**src/rtl/dmem_dump_ctrl.sv**
```systemverilog
// dmem_dump_ctrl -- data memory readback engine.
// On start it holds the CPU in reset, sweeps a word range of data memory via
// Ext_DataAdr and streams each word out over a valid/ready handshake, one beat
// per word, with a done pulse at the end.
// RD_LATENCY (0..3) is the number of cycles from an address change until
// ReadData is valid.
// Optional feature: define DMEM_DUMP_CHECKSUM_EN to append a final beat that
// carries the modulo-2^32 sum of all dumped words.
module dmem_dump_ctrl #(
  parameter int RD_LATENCY = 0
) (
  input  logic        clk,
  input  logic        reset,
  input  logic        start,
  input  logic [31:0] base_adr,
  input  logic [15:0] word_count,
  input  logic [31:0] ReadData,
  input  logic        out_ready,
  output logic [31:0] Ext_DataAdr,
  output logic        cpu_hold,
  output logic        out_valid,
  output logic [31:0] out_data,
  output logic        out_last,
  output logic        busy,
  output logic        done
);

  // Value of the wait counter on the final ADDR cycle.
  localparam logic [1:0] WaitLast = 2'(RD_LATENCY);

`ifdef DMEM_DUMP_CHECKSUM_EN
  typedef enum logic [2:0] {
    IDLE = 3'd0,
    ADDR = 3'd1,
    SEND = 3'd2,
    CSUM = 3'd3,
    DONE = 3'd4
  } state_t;
`else
  typedef enum logic [2:0] {
    IDLE = 3'd0,
    ADDR = 3'd1,
    SEND = 3'd2,
    DONE = 3'd4
  } state_t;
`endif

  state_t      state;
  logic [31:0] baseReg;     // word-aligned start address of the dump
  logic [15:0] countReg;    // number of words in the dump
  logic [15:0] wordIndex;   // index of the word currently addressed
  logic [1:0]  waitCnt;     // cycles spent in the current ADDR visit
`ifdef DMEM_DUMP_CHECKSUM_EN
  logic [31:0] sumReg;      // running modulo-2^32 sum of handshaken words
`endif

  logic        handshake;
  logic        lastWord;
  logic [15:0] nextIndex;
  logic [31:0] nextAdr;
  logic [31:0] alignedBase;

  // Handshake, end-of-range and next-address helpers.
  always_comb begin
    handshake   = out_valid && out_ready;
    lastWord    = (wordIndex == (countReg - 16'd1));
    nextIndex   = wordIndex + 16'd1;
    // Address arithmetic is modulo 2^32, so the sweep wraps past 0xFFFFFFFC.
    nextAdr     = baseReg + {14'd0, nextIndex, 2'b00};
    alignedBase = base_adr & ~32'd3;
  end

  // Dump sequencer: state, address sweep and all registered outputs.
  always_ff @(posedge clk) begin
    if (reset) begin
      state       <= IDLE;
      baseReg     <= 32'd0;
      countReg    <= 16'd0;
      wordIndex   <= 16'd0;
      waitCnt     <= 2'd0;
`ifdef DMEM_DUMP_CHECKSUM_EN
      sumReg      <= 32'd0;
`endif
      Ext_DataAdr <= 32'd0;
      cpu_hold    <= 1'b0;
      out_valid   <= 1'b0;
      out_data    <= 32'd0;
      out_last    <= 1'b0;
      busy        <= 1'b0;
      done        <= 1'b0;
    end else begin
      case (state)
        IDLE: begin
          done <= 1'b0;
          if (start) begin
            baseReg   <= alignedBase;
            countReg  <= word_count;
            wordIndex <= 16'd0;
            waitCnt   <= 2'd0;
`ifdef DMEM_DUMP_CHECKSUM_EN
            sumReg    <= 32'd0;
`endif
            busy      <= 1'b1;
            cpu_hold  <= 1'b1;
            if (word_count == 16'd0) begin
              // Empty dump: no beats, just the completion pulse.
              done  <= 1'b1;
              state <= DONE;
            end else begin
              Ext_DataAdr <= alignedBase;
              state       <= ADDR;
            end
          end
        end

        ADDR: begin
          // Hold the address until the memory read has settled.
          if (waitCnt == WaitLast) begin
            out_data  <= ReadData;
            out_valid <= 1'b1;
`ifdef DMEM_DUMP_CHECKSUM_EN
            // The checksum beat carries the last flag instead.
            out_last  <= 1'b0;
`else
            out_last  <= lastWord;
`endif
            state     <= SEND;
          end else begin
            waitCnt <= waitCnt + 2'd1;
          end
        end

        SEND: begin
          if (handshake) begin
`ifdef DMEM_DUMP_CHECKSUM_EN
            sumReg <= sumReg + out_data;
`endif
            if (lastWord) begin
`ifdef DMEM_DUMP_CHECKSUM_EN
              // Valid stays high: the checksum beat follows immediately.
              out_data <= sumReg + out_data;
              out_last <= 1'b1;
              state    <= CSUM;
`else
              out_valid <= 1'b0;
              out_last  <= 1'b0;
              done      <= 1'b1;
              state     <= DONE;
`endif
            end else begin
              wordIndex   <= nextIndex;
              Ext_DataAdr <= nextAdr;
              waitCnt     <= 2'd0;
              out_valid   <= 1'b0;
              out_last    <= 1'b0;
              state       <= ADDR;
            end
          end
        end

`ifdef DMEM_DUMP_CHECKSUM_EN
        CSUM: begin
          if (handshake) begin
            out_valid <= 1'b0;
            out_last  <= 1'b0;
            done      <= 1'b1;
            state     <= DONE;
          end
        end
`endif

        DONE: begin
          // cpu_hold and busy cover this cycle, then release together.
          done     <= 1'b0;
          busy     <= 1'b0;
          cpu_hold <= 1'b0;
          state    <= IDLE;
        end

        default: begin
          out_valid <= 1'b0;
          out_last  <= 1'b0;
          done      <= 1'b0;
          busy      <= 1'b0;
          cpu_hold  <= 1'b0;
          state     <= IDLE;
        end
      endcase
    end
  end

endmodule

```
**config.mk**
```make
export PLATFORM = sky130hd
export DESIGN_NAME = dmem_dump_ctrl
export DESIGN_NICKNAME = d
export VERILOG_FILES = /design/src/rtl/dmem_dump_ctrl.sv
export SDC_FILE = /design/constraint.sdc
export NUM_CORES = 1
export LEC_CHECK = 0
export CAP_MARGIN = 20
export CORE_MARGIN = 2
export CORE_UTILIZATION = 30
export DETAILED_ROUTE_END_ITERATION = 16
export SETUP_SLACK_MARGIN = 0.2
export SLEW_MARGIN = 0
export SYNTH_ARGS = -nofsm -noshare
export SYNTH_HDL_FRONTEND = slang
export SYNTH_SLANG_ARGS = --single-unit
```
**constraint.sdc**
```tcl
create_clock -name clk -period 8.12 [get_ports clk]
set_clock_uncertainty 0.15 [all_clocks]
set_input_delay 0.812 -clock clk [delete_from_list [all_inputs] [get_ports clk]]
set_output_delay 0.812 -clock clk [all_outputs]
set_load 0.05 [all_outputs]
```
* After elaboration in Yosys (flattened, before gate mapping)
Cells that the tools add are included.
Storage, ports and cells: flip-flop bits (word level) 135, bits of input ports 84, output and inout port bits 69, logic and storage cells 78
Cells by class: add/sub/neg operators 4, eq/ne operators 11, mux-type cells 32, bitwise logic cells 3, reductions and logical operators 17
Operators with widths (number):
- 32-bit 2-to-1 mux | 4
- 32-bit one-hot mux with 2 select lines | 1
- 16-bit 2-to-1 mux | 3
- 32-bit by 18-bit adder with 32-bit output | 1
- 16-bit one-hot mux with 2 select lines | 1
- 16-bit by 1-bit adder with 16-bit output, second input constant | 1
- 16-bit == test | 1
- 16-bit zero test | 1
- 16-bit by 1-bit subtractor with 16-bit output, second input constant | 1
- 3-bit 2-to-1 mux | 5
- 2-bit inequality test, second input constant | 7
- 5-bit AND reduction | 2
- 1-bit one-hot mux with 3 select lines | 3
- 3-bit one-hot mux with 3 select lines | 1
- 3-bit AND reduction | 3
- 1-bit 2-to-1 mux | 8
- 2-bit 2-to-1 mux | 4
- 2-bit one-hot mux with 3 select lines | 1
- 2-bit AND reduction | 3
- 4-bit AND reduction | 1
- 2-bit OR reduction | 2
- 3-bit by 1-bit == test with 1-bit output, second input constant | 1
- 3-bit by 2-bit == test with 1-bit output, second input constant | 1
- 3-bit == test, second input constant | 1
- other kinds (8) | 10

* Logic depth before layout (Yosys ltp)
Gate-level depths: netlist (run 1).
depth in word-level cells 5, depth in mapped cells 16

* Worst setup path before layout (run 1)
OpenSTA, ideal clock, no wires.
kind register -> register, start point register wordIndex[0], end point register Ext_DataAdr[26], library setup time 0.072 ns, arrival time 3.751 ns, setup slack 4.147 ns, stages on the path, launching flop included 16, path buffers 2, cells stage by stage dfxtp_1 > ha_1 > and3_1 > clkbuf_1 > nand3_1 > nor2_1 > and3_1 > xor2_1 > ha_1 > and3_1 > a311o_1 > a221oi_1 > clkbuf_1 > o21ai_0 > a311o_1 > mux2i_1
On the way: word-level cells in the longest chain between the ends 5, elaborated cells between the ends (all ways) 8, those cells by class 2 x add/sub; 2 x eq/ne; 3 x mux; 1 x reduce/logical
RTL lines:
- start, declared | RTL line 51 | logic [15:0] wordIndex;
- start signal, assigned | RTL line 151 | wordIndex <= nextIndex;
- 16-bit by 1-bit adder with 16-bit output | RTL line 67 | nextIndex = wordIndex + 16'd1;
- 32-bit by 18-bit adder with 32-bit output | RTL line 69 | nextAdr = baseReg + {14'd0, nextIndex, 2'b00};
- 32-bit 2-to-1 mux | RTL line 138 | if (lastWord) begin
- 32-bit 2-to-1 mux | RTL line 134 | if (handshake) begin
- 32-bit one-hot mux with 2 select lines | RTL line 92 | case (state)
- end signal, assigned | RTL line 110 | Ext_DataAdr <= alignedBase;
- end signal, assigned | RTL line 152 | Ext_DataAdr <= nextAdr;
- end, declared | RTL line 19 | output logic [31:0] Ext_DataAdr,
Several ways; a longest one is shown, not always the timed one. The select of a mux whose other input is x is not followed. A chain may end at the register's enable or synchronous reset.

* Worst setup path after layout (run 1)
start point register wordIndex[1], end point register Ext_DataAdr[21]
The elaborated chain is that of the path after synthesis.

==> qor.yml, run 1 <==
route:
  wirelength_um: 22270
  vias: 7136
  drt-vias-per-instance: 5.086
  first_pass_iters: 5
  drcViolationCount: 0
  first_iter_violations: 423
  avgRoutedWirePerCell_um: 15.87
  detail-route-antenna-nets: 0
outcome:
  status: "complete, no violations"
die:
  floorplan.initialDensity_pct: 30.47
  core_area_sq_um: 24250
  io_pins: 153
  chipHeight_um: 160.9
  die_w_um: 160.9
  die-area_sq_um: 25900
  core.rowCount: 57
timing:
  tns_ns: 0
  relSlewSlack_pct: 27.40
  max_slew.worst_pin.slew_ns: 1.089
  rsz0062_at_grt: "no"
  setup_violations: 0
  setup_ws_ns: 3.762
  period_share_pct: 53.67
  finalHoldViolCount: 0
  slew_violations: 0
  period_needed_ns: 4.358
  fmax_mhz: 229.5
setup_path:
  critPathKind: "reg -> reg"
  crit_top_cell: "a21oi_1"
  arrival_ns: 4.52
  startpoint_type: "register"
  crit_slowest_cell: "dfxtp_1"
  endpoint_kind: "register"
  critPathRequiredTime_ns: 8.28
  cp_max_fo: 6
  cp_top_family: "simple AND/OR/NAND/NOR gates"
  crit_buf_inv: 0
  cp_cell_sequence: "ha_1, and3_1, nand3_1, nor2_1, nand3_1, or2_2, nand2_1, ha_1, a21oi_1, o21ai_0, a21oi_1, a21oi_1, o21a_1, and3_1, o41ai_1"
  critical-path-max-stage-delay_ns: 0.42
logic_synthesis:
  syn_area_sq_um: 7388
  synthFlopType: "dfxtp_1"
  yosys.area.top_type: "dfxtp_1"
  synth_cell_types: 67
  synth_edf_count: 0
  ys_top_cells_by_area: "dfxtp_1 (36%), nand2_1 (12%), a21oi_1 (8.1%)"
  yosys_warnings: 0
  ys_ff_latch: 133
  yosysTopAreaCellShare_pct: 36.04
  avgSynthCellArea_sq_um: 7.753
  ys_seq_area_share_pct: 36.04
  async_flop_share_pct: 0
  netlist_instances: 953
clocking:
  cts_root_buf: "clkbuf_16"
  ctsHoldBuffers: 0
  clock-sinks: 133
  clock_latency_ns: 0.43
  cts.clk_slew.worst_paths_ns: 0.06
  tritoncts: "built"
  post_cts_buffers: 0
  ctsResizeCount: 0
  h-tree-depth: 4
  cts_buffers: 17
  clk_path_buf_depth: 2
pwr:
  ir_worst_vdd_v: 0.0001136
  power_density_nw_per_um2: 251.3
  p_leak_nw: 3.628
placement:
  dp_hpwl_um: 15200
  dp_slack_ns: 3.838
  port-buffer-count: 148
  gp_congestion: 0.8472
global_routing:
  grtUsageTotal_pct: 17.26
  grt_max_degree: 68
  antenna_found_initial: 1
  grt_pass1_wl_um: 36040
  grt_pass1_vias: 6913
  grt_overflow: 0
finish:
  nets: 1169
  drive_gt1_share_pct: 6.772
  synthToLayoutAreaGrowth_pct: 31.04
min_path:
  holdCritPathClass: "reg -> reg"
job:
  drv_cap: 0
[registers in the layout, summed over array words and instances (netlist names)]
signal / count
state: 3
done: 1
Ext_DataAdr: 30
wordIndex: 16
out_valid: 1
busy: 1
countReg: 16
out_last: 1
baseReg: 30
waitCnt: 2
out_data: 32
[cell families (layout without fill, tap and decap cells)]
| kind of cell | count (synthesis) | after routing | synth area share, % |
|---|---|---|---|
| XOR/XNOR | 40 | 40 | 4.742 |
| adder cells (fa/ha/maj) | 20 | 20 | 3.489 |
| AND/OR/NAND/NOR | 394 | 394 | 24.59 |
| multiplexers | 34 | 34 | 4.860 |
| buffers and inverters | 87 | 211 | 4.860 |
| AO/OA/AOI/OAI | 244 | 244 | 21.37 |
| flip-flops | 133 | 133 | 36.04 |
| other | 1 | 3 | 0.05076 |
[Yosys cell counts (all sizes together) (15+ instances only)]
library cell    n
a21oi         120
clkbuf         53
dfxtp         133
ha             19
inv            20
mux2           15
mux2i          19
nand2         231
nand3          17
nor2           32
nor2b          17
nor3           17
o21ai          24
xnor2          25
xor2           15
[worst reg2reg max path, cell delays in order, from the launching register on]
cell     delay [ns]
dfxtp_1        0.42
ha_1           0.26
and3_1         0.29
nand3_1        0.18
nor2_1         0.40
nand3_1        0.15
or2_2          0.30
nand2_1        0.09
ha_1           0.28
a21oi_1        0.25
o21ai_0        0.24
a21oi_1        0.35
a21oi_1        0.17
o21a_1         0.22
and3_1         0.19
o41ai_1        0.31
[cell type report]
cell class / count / area (sq um)
Tap cell: 324 / 405.4
Multi-Input combinational cell: 734 / 4373
Fill cell: 2579 / 14570
Timing Repair Buffer: 159 / 1562
Clock inverter: 13 / 148.9
Antenna cell: 1 / 2.502
Sequential cell: 133 / 2663
Clock buffer: 19 / 452.9
Inverter: 20 / 75.07
[where the power goes]
part / internal [W] / switching (W) / leakage (nW)
clock network: 0.000472 / 0.000311 / 0.287
logic: 0.000304 / 0.000538 / 2.25
registers: 0.000741 / 0.0000663 / 1.09
[worst paths after layout]
check                                                from                            to  slack, ns  cells after the start
worst min-delay path            out_data[31]$_SDFFE_PP0P_     out_data[31]$_SDFFE_PP0P_       0.30                      2
worst min register to register  out_data[31]$_SDFFE_PP0P_     out_data[31]$_SDFFE_PP0P_       0.30                      2
worst max-delay path            wordIndex[1]$_SDFFE_PP0P_  Ext_DataAdr[21]$_SDFFE_PP0P_       3.76                     15
worst max register to register  wordIndex[1]$_SDFFE_PP0P_  Ext_DataAdr[21]$_SDFFE_PP0P_       3.76                     15
[per-layer routing]
metal,GRT usage [%],share of wire [%]
met1,22.17,46
met2,28.56,48
met3,3.745,4.0
met5,0,0
met4,6.169,1.8
[stage by stage]
step	util (%)	hold slack, ns	total power [W]	area (sq um)	std cells
finish	39.93	0.3021	0.002433	9682	1403
global route	39.93	0.3190	0.002560	9682	1403
CTS	39.92	0.3056	0.002460	9679	1402
detailed placement	37.44	0.2961	0.001665	9077	1370
global placement	37.44	0.2913	0.001659	9077	1370
floorplan	-	0.2906	0.001396	7392	954
[layout by cell type (no fill, tap or decap), drive strengths merged, types with 12 or more instances in the layout]
master,n
nand2,231
clkdlybuf4s50,147
dfxtp,133
a21oi,120
nor2,32
xnor2,25
o21ai,24
inv,23
mux2i,19
ha,19
clkbuf,19
nor3,17
nand3,17
nor2b,17
xor2,15
mux2,15
buf,12
No activity file was read; power rests on OpenSTA's default activity.
==> run 2: changes to the inputs <==
- clock period: 8.12 -> 4.08 ns (I/O delays scaled with it)
==> qor.yml, run 2 (synthesis gave the netlist of run 1 again) <==
setup_path:
  critPathRequiredTime_ns: 4.24  # was 8.28 ns
  cp_max_fo: 16  # was 6
  endpoint_kind: "register"  # unchanged
  arrival_ns: 3.90  # was 4.52 ns
  startpoint_type: "register"  # unchanged
  critPathKind: "reg -> reg"  # unchanged
route:
  drcViolationCount: 0  # unchanged
  detail-route-antenna-nets: 0  # unchanged
  first_pass_iters: 5  # unchanged
  drt-vias-per-instance: 5.144  # was 5.086
  avgRoutedWirePerCell_um: 16.21  # was 15.87 um
  vias: 7351  # was 7,136
  wirelength_um: 23160  # was 22,270 um
  first_iter_violations: 416  # was 423
finish:
  final_cell_mix: "nand2_1 (231), clkdlybuf4s50_1 (147), dfxtp_1 (132)"  # was nand2_1 (231), clkdlybuf4s50_1 (147), dfxtp_1 (133)
  nets: 1195  # was 1,169
  synthToLayoutAreaGrowth_pct: 35.48  # was 31.04%
  final_common_cell: "nand2_1"  # unchanged
  largest_reg_flops: 32  # unchanged
  fillers: 2543  # was 2,579
  largest_registers: "out_data x32, Ext_DataAdr x30, baseReg x30"  # unchanged
  max_flop_register: "out_data"  # unchanged
  drive_gt1_share_pct: 10.42  # was 6.772%
global_routing:
  busiest_layer: "met2"  # unchanged
  grt.met3_usage_pct: 3.332  # was 3.745%
  grt_overflow: 0  # unchanged
  grt_use_met2_pct: 29.01  # was 28.56%
  antenna_found_initial: 1  # unchanged
  grt_max_degree: 130  # was 68
  grt_pass1_wl_um: 36440  # was 36,040 um
  grt_pass1_vias: 7085  # was 6,913
  grtUsageMet1_pct: 22.12  # was 22.17%
  grtUsageTotal_pct: 17.37  # was 17.26%
outcome:
  status: "complete, no violations"  # unchanged
placement:
  port-buffer-count: 148  # unchanged
  dp_hpwl_um: 15680  # was 15,200 um
  gp_congestion: 0.8362  # was 0.8472
clocking:
  clk_path_buf_depth: 2  # unchanged
  h-tree-depth: 4  # unchanged
  clock-sinks: 133  # unchanged
  cts_root_buf: "clkbuf_16"  # unchanged
  cts_buffers: 17  # unchanged
  tritoncts: "built"  # unchanged
  clock_latency_ns: 0.42  # was 0.43 ns
  ctsHoldBuffers: 0  # unchanged
  cts.clk_slew.worst_paths_ns: 0.06  # about the same
timing:
  finalHoldViolCount: 0  # unchanged
  period_needed_ns: 3.739  # was 4.358 ns
  max_slew.worst_pin.slew_ns: 0.9232  # was 1.089 ns
  period_share_pct: 91.64  # was 53.67%
  tns_ns: 0  # unchanged
  relSlewSlack_pct: 38.45  # was 27.40%
  fmax_mhz: 267.4  # was 229.5 MHz
  rsz0062_at_grt: "no"  # unchanged
  setup_violations: 0  # unchanged
  slew_violations: 0  # unchanged
pwr:
  power_w: 0.004940  # was 0.002433 W
  p_clk_share_pct: 31.4  # was 32.2%
  power_frac_seq_pct: 32.5  # was 33.2%
  p_int_w: 0.003074  # was 0.001517 W
  ir_worst_vdd_v: 0.0002647  # was 0.0001136 V
  netSwitchingFraction_pct: 37.78  # was 37.62%
  power_switching_w: 0.001867  # was 0.0009152 W
  power_density_nw_per_um2: 493.6  # was 251.3 nW/um^2
  p_leak_nw: 3.799  # was 3.628 nW
  pwr-share-comb_pct: 36.2  # was 34.6%
job:
  drv_cap: 0  # unchanged
die:
  chipHeight_um: 160.9  # unchanged
  core.rowCount: 57  # unchanged
  io_pins: 153  # unchanged
  die_w_um: 160.9  # unchanged
  floorplan.initialDensity_pct: 30.47  # unchanged
  die-area_sq_um: 25900  # unchanged
  core_area_sq_um: 24250  # unchanged
min_path:
  holdCritPathClass: "in -> reg"  # was reg -> reg
==> run 2: final timing paths <==
check / depth (start not counted) / endpoint / from / slack, ns
hold / removal: 2 / baseReg[2]$_SDFFE_PP0P_ / reset / 0.09
hold reg to reg: 2 / out_data[28]$_SDFFE_PP0P_ / out_data[28]$_SDFFE_PP0P_ / 0.30
setup reg to reg: 8 / Ext_DataAdr[3]$_SDFFE_PP0P_ / countReg[0]$_SDFFE_PP0P_ / 0.34
setup / recovery: 8 / Ext_DataAdr[3]$_SDFFE_PP0P_ / countReg[0]$_SDFFE_PP0P_ / 0.34
==> run 2: critical path, stage by stage, from the launching register on <==
cell and delay [ns]:
dfxtp_1 0.34, or4_1 0.60, or4_4 0.53, or4_1 0.52, a22o_1 0.29, o41a_1 0.46, a21boi_4 0.20, buf_12 0.19
mux2_2 0.34
==> run 2: layout make-up <==
cell class	count	area (sq um)	area share, %
multi-input combinational	734	4469	44.65
sequential	133	2664	26.61
timing repair buffer	185	1804	18.02
clock buffer	18	439.2	4.387
tap	324	405.4	4.050
clock inverter	14	150.1	1.500
inverter	20	75.07	0.7500
antenna	1	2.502	0.02500
==> run 2: repair_timing <==
item                       CTS  global route
gates cloned                 0             2
pin swaps                    0             4
resized for setup            2            22
buffers inserted             0             2
setup endpoints to repair    3            32
==> run 2: through the flow <==
stage	hold slack, ns	setup WS [ns]	instances	utilization (%)	cell area (sq um)
after floorplan	0.2906	0.2396	954	-	7396
after global placement	0.2915	0.2402	1391	38.20	9263
after detailed placement	0.2981	0.1950	1392	38.26	9278
after CTS	0.07022	0.2008	1424	40.71	9871
after global routing	0.07686	0.1913	1429	41.28	10010
final	0.08909	0.3409	1429	41.28	10010
==> run 2: layer usage <==
layer,share of wire [%],routed length [um]
met3,4.4,1018
met4,2.2,504
met1,45,10490
met5,0,0
met2,48,11150
==> run 2: power groups by stage <==
| stage | sequential (W) | clock (W) | combinational (W) |
|---|---|---|---|
| 3_5_place_dp | 0.00163 | 0 | 0.00174 |
| 6_report | 0.00160 | 0.00155 | 0.00179 |
| 2_1_floorplan | 0.00201 | 0 | 0.000774 |
| 5_1_grt | 0.00163 | 0.00165 | 0.00191 |
| 4_1_cts | 0.00160 | 0.00159 | 0.00175 |
| 3_3_place_gp | 0.00163 | 0 | 0.00172 |
